`src/rtl/imm_ext_pkg.sv`:
```
// imm_ext_pkg: shared extension-mode encodings for the immediate extend unit
package imm_ext_pkg;
  typedef enum logic [1:0] {
    MODE_SEXT  = 2'b00,
    MODE_ZEXT  = 2'b01,
    MODE_UPPER = 2'b10,
    MODE_BOFS  = 2'b11
  } mode_e;
endpackage

```
`src/rtl/imm_ext_core.sv`:
```
// imm_ext_core: combinational immediate extension (data_i, mode_i -> ext_o; SEXT/ZEXT/UPPER/BOFS)
module imm_ext_core import imm_ext_pkg::*; #(
  parameter int IN_W  = 16,
  parameter int OUT_W = 32,
  parameter int SHAMT = 2
) (
  input  logic [IN_W-1:0]  data_i,
  input  logic [1:0]       mode_i,
  output logic [OUT_W-1:0] ext_o
);
  if (IN_W < 2) begin : g_in_w_err
    $error("imm_ext_core: IN_W must be >= 2");
  end
  if (OUT_W < IN_W) begin : g_out_w_err
    $error("imm_ext_core: OUT_W must be >= IN_W");
  end
  if (SHAMT < 0 || SHAMT >= OUT_W) begin : g_shamt_err
    $error("imm_ext_core: SHAMT out of range");
  end
  logic [OUT_W-1:0] sext, zext, upper, bofs;
  assign sext  = OUT_W'($signed(data_i));
  assign zext  = OUT_W'(data_i);
  assign upper = zext << (OUT_W - IN_W);
  assign bofs  = sext << SHAMT;
  always_comb begin
    ext_o = mode_i == MODE_SEXT  ? sext  :
            mode_i == MODE_ZEXT  ? zext  :
            mode_i == MODE_UPPER ? upper : bofs;
  end
endmodule

```
`src/rtl/imm_extend_unit.sv`:
```
// imm_extend_unit: valid/ready immediate extender (in: clk_i rst_i valid_i data_i mode_i ready_i; out: ready_o valid_o data_o mode_o) with 2-entry in-order result queue
module imm_extend_unit import imm_ext_pkg::*; #(
  parameter int IN_W  = 16,
  parameter int OUT_W = 32,
  parameter int SHAMT = 2
) (
  input  logic             clk_i,
  input  logic             rst_i,
  input  logic             valid_i,
  output logic             ready_o,
  input  logic [IN_W-1:0]  data_i,
  input  logic [1:0]       mode_i,
  output logic             valid_o,
  input  logic             ready_i,
  output logic [OUT_W-1:0] data_o,
  output logic [1:0]       mode_o
);
  logic [OUT_W-1:0] ext;
  logic [OUT_W-1:0] data_q [2];
  logic [1:0]       mode_q [2];
  logic             wr_ptr_q, rd_ptr_q;
  logic [1:0]       cnt_q, cnt_d;
  logic             push, pop;
  imm_ext_core #(.IN_W(IN_W), .OUT_W(OUT_W), .SHAMT(SHAMT)) u_core (
    .data_i(data_i),
    .mode_i(mode_i),
    .ext_o (ext)
  );
  assign valid_o = cnt_q != 2'd0;
  assign ready_o = cnt_q != 2'd2;
  assign push    = valid_i & ready_o;
  assign pop     = valid_o & ready_i;
  assign data_o  = valid_o ? data_q[rd_ptr_q] : '0;
  assign mode_o  = valid_o ? mode_q[rd_ptr_q] : '0;
  always_comb begin
    cnt_d = cnt_q + {1'b0, push} - {1'b0, pop};
  end
  always_ff @(posedge clk_i) begin
    if (rst_i) begin
      data_q   <= '{default: '0};
      mode_q   <= '{default: '0};
      wr_ptr_q <= 1'b0;
      rd_ptr_q <= 1'b0;
      cnt_q    <= 2'd0;
    end else begin
      if (push) begin
        data_q[wr_ptr_q] <= ext;
        mode_q[wr_ptr_q] <= mode_i;
        wr_ptr_q         <= ~wr_ptr_q;
      end
      if (pop) rd_ptr_q <= ~rd_ptr_q;
      cnt_q <= cnt_d;
    end
  end
endmodule

```
`config.mk`:
```
export PLATFORM = sky130hd
export DESIGN_NAME = imm_extend_unit
export DESIGN_NICKNAME = d
export VERILOG_FILES = /design/src/rtl/imm_ext_pkg.sv /design/src/rtl/imm_ext_core.sv /design/src/rtl/imm_extend_unit.sv
export SDC_FILE = /design/constraint.sdc
export NUM_CORES = 1
export LEC_CHECK = 0
export ABC_AREA = 1
export BUFFER_PORTS_ARGS = -buffer_cell sky130_fd_sc_hd__buf_2
export CAP_MARGIN = 40
export CORE_MARGIN = 2
export CORE_UTILIZATION = 40
export CTS_BUF_LIST = sky130_fd_sc_hd__clkbuf_16
export DETAILED_ROUTE_END_ITERATION = 10
export PLACE_DENSITY = 0.67
export SLEW_MARGIN = 20
export SYNTH_ARGS = -nofsm -noshare
export SYNTH_HDL_FRONTEND = slang
export SYNTH_SLANG_ARGS = --single-unit
```
`constraint.sdc`:
```
create_clock -name clk_i -period 2 [get_ports clk_i]
set_input_delay 0.6 -clock clk_i [delete_from_list [all_inputs] [get_ports clk_i]]
set_output_delay 0.6 -clock clk_i [all_outputs]
set_load 0.02 [all_outputs]
```
==> results by group <==
Logic synthesis
  – Biggest area consumer among synthesized cells: dfxtp_1
  – Post-synth top area share: between 40 and 50%
  – Sequential element share of the synthesized area: roughly two fifths
  – Synthesized Nets: approximately 560
  – Synth warnings: 0
  – Post-Syn Instances: between 500 and 600
  – Syn_area_per_cell: ~6.6 sq um
  – Post-Syn Area: between 0.003 and 0.004 sq mm
  – Library cells used by synthesis: 21
  – Yosys reg bits: just over 70
  – Largest cells by area after synthesis: dfxtp_1 (41%), nand2_1 (13%), nand3_1 (8.7%)

Timing
  – Fmax: around 510 MHz
  – Final min period: 1.98 ns
  – RSZ-0062 raised after global routing: true
  – Final Hold Fails: 0
  – Clock skew: 0.00542 ns
  – Max_slew headroom: ~63%
  – Endpoints failing setup: 0
  – Final period util: a little over nine tenths
  – Max Slew Vio Count: 0
  – Worst-margin pin slew: approximately 0.55 ns

Power and ir drop
  – Static Leak: 2.15 nW
  – VDD IR-drop max: approximately 710 uV
  – Pwr dens: ~1400 mW/mm^2

CTS
  – CTS buffer count: 9
  – Clock Sinks: roughly 70
  – CTS root buf: clkbuf_16
  – Insertion delay of the later-clocked pin in the worst-skew pair: ~0.33 ns
  – Reg clk slew, reported paths: 0.05 ns
  – CTS Hold Bufs: 0
  – H-tree depth: 3
  – TritonCTS clock tree: built
  – Maximum clock insertion buffer count: 2

Global routing
  – Met3 Use GR: between 4 and 5%
  – Grt met2 use: between 30% and 40%
  – Vias in the first global route: roughly 3300
  – Initial antenna violation count: 0
  – GRT Overall Usage: approximately a fifth
  – First-pass GRT wire length: between 15000 and 20000 microns
  – Grt total ovfl: 0
  – Largest net degree at the start of global routing: between 60 and 70
  – Layer with the highest usage: met2
  – GR met1 Demand/Resource: about 29%

Layout
  – Nets: roughly 600
  – Share of layout cells above drive strength 1: 21.2%
  – Reg area: 0.00145 sq mm
  – Most common cell after layout, fill and taps aside: nand2_1
  – Fillers: ~850
  – Area of the multi-input gates: around 0.0017 sq mm
  – Finished Layout Cells: around 700
  – Diode count: 0
  – Fin util: 52.6%
  – Layout overhead on the synthesized area: 29.3%
  – Most frequent cells in the layout: nand2_1 (120), dfxtp_1 (69), nand3_1 (60)

Place
  – # placed instances: around 670
  – Post-DP HPWL: ~6000 microns
  – GP Congestion: about 0.84
  – Port Buf Inserts: 57

Die
  – Die Area: approximately 0.0095 sq mm
  – Die width: a little under 100 microns
  – Io pins: 58
  – Core ar.: about 0.0086 sq mm
  – # rows: 34
  – Starting Density: 40.7%
  – Die H: 97.5 microns

Critical path
  – CP endpoint kind: primary output
  – WS Path Type: flip-flop to primary output
  – Crit-path max FO: 16
  – Worst EP arrival: 1.38 ns
  – CP startpoint kind: flip-flop
  – Required time of the critical path: 1.40 ns

Detailed routing
  – Residual DRC: 0
  – Routed vias/inst: between 5 and 6
  – Routed wire length per instance: roughly 14 microns
  – Number of routed nets with antenna violations: 0
  – Detailed-router iteration count before antenna repair: 5
  – Final WL: just over 10000 microns
  – Initial drt markers: roughly 240
  – Vias: roughly 3600

Status
  – Status: finished, final reports clean

Min path
  – HP Class: flip-flop to flip-flop

Flow run
  – Max Cap Viol: 0
## metal layers
layer / part of all wire [%] / routed length, microns
met5: 0 / 0
met4: 1.0 / 101
met3: 6.2 / 626
met2: 48 / 4810
met1: 45 / 4570
## final timing paths
kind                            slack (ns)               startpoint                      end  cells past startpoint
worst min register to register        0.46  data_q[32]$_SDFFE_PP0P_  data_q[32]$_SDFFE_PP0P_                      2
worst min-delay path                  0.46  data_q[32]$_SDFFE_PP0P_  data_q[32]$_SDFFE_PP0P_                      2
worst max-delay path                  0.02    rd_ptr_q$_SDFFE_PP0P_               data_o[13]                      4
worst max register to register        0.44      cnt_q[0]$_SDFF_PP0_      cnt_q[1]$_SDFF_PP0_                     12
## synthesized netlist by cell type, drive strengths merged
| cell | count |
|---|---|
| buf | 24 |
| o22ai | 13 |
| inv | 57 |
| clkbuf | 13 |
| nand4 | 1 |
| a21oi | 53 |
| dfxtp | 72 |
| ha | 1 |
| xor2 | 1 |
| nand2 | 125 |
| nand3 | 61 |
| o21ai | 53 |
| nor2 | 58 |
## cells by family (layout without fill, tap and decap cells)
family	Yosys count	after routing	share of synthesized area (%)
compound gates	119	119	17.6
xor+xnor	1	1	0.251
fa+ha+maj	1	1	0.358
buf+inv	94	151	11.6
flops	72	72	41.3
simple gates	245	245	28.9
## worst max-delay path: stages (launching register included)
cell	delay, ns
dfxtp_4	0.37
inv_6	0.07
bufbuf_16	0.30
a21oi_1	0.16
buf_4	0.16
## report_power, final
| part | internal [mW] | total, mW | switching [mW] |
|---|---|---|---|
| Combinational | 1.27 | 3.08 | 1.82 |
| Sequential | 1.66 | 1.75 | 0.0922 |
| Clock | 0.953 | 1.56 | 0.606 |
## final cells by class
class | count | area share (%)
Tap cell | 108 | 2.99
Sequential cell | 72 | 32.0
Multi-Input combinational cell | 366 | 38.5
Inverter | 57 | 4.90
Clock buffer | 9 | 4.98
Timing Repair Buffer | 78 | 15.2
Clock inverter | 7 | 1.41
## registers in the layout (all words and copies together) (netlist names)
register / flops
rd_ptr_q: 1
wr_ptr_q: 1
cnt_q: 2
data_q: 64
mode_q: 4
## metrics by stage
stage	power [mW]	setup slack (ns)	setup TNS, ns	hold slack, ns	cell area (sq um)
global placement	4.06	0.208	0	0.449	3900
global route	6.77	-0.0438	-0.536	0.495	4520
finish	6.39	0.0215	0	0.460	4520
floorplan	3.36	0.120	0	0.435	3490
CTS	6.35	-0.0392	-0.297	0.462	4450
detailed placement	4.09	0.180	0	0.454	3900
## timing repair
| item | in CTS | in global routing |
|---|---|---|
| buffers inserted | 3 | 3 |
| cloned | 4 | 0 |
| endpoints found under the setup margin | 34 | 33 |
| gates resized for setup | 47 | 48 |
| pin swaps | 1 | 2 |
Power figures use the tool's default switching activity.
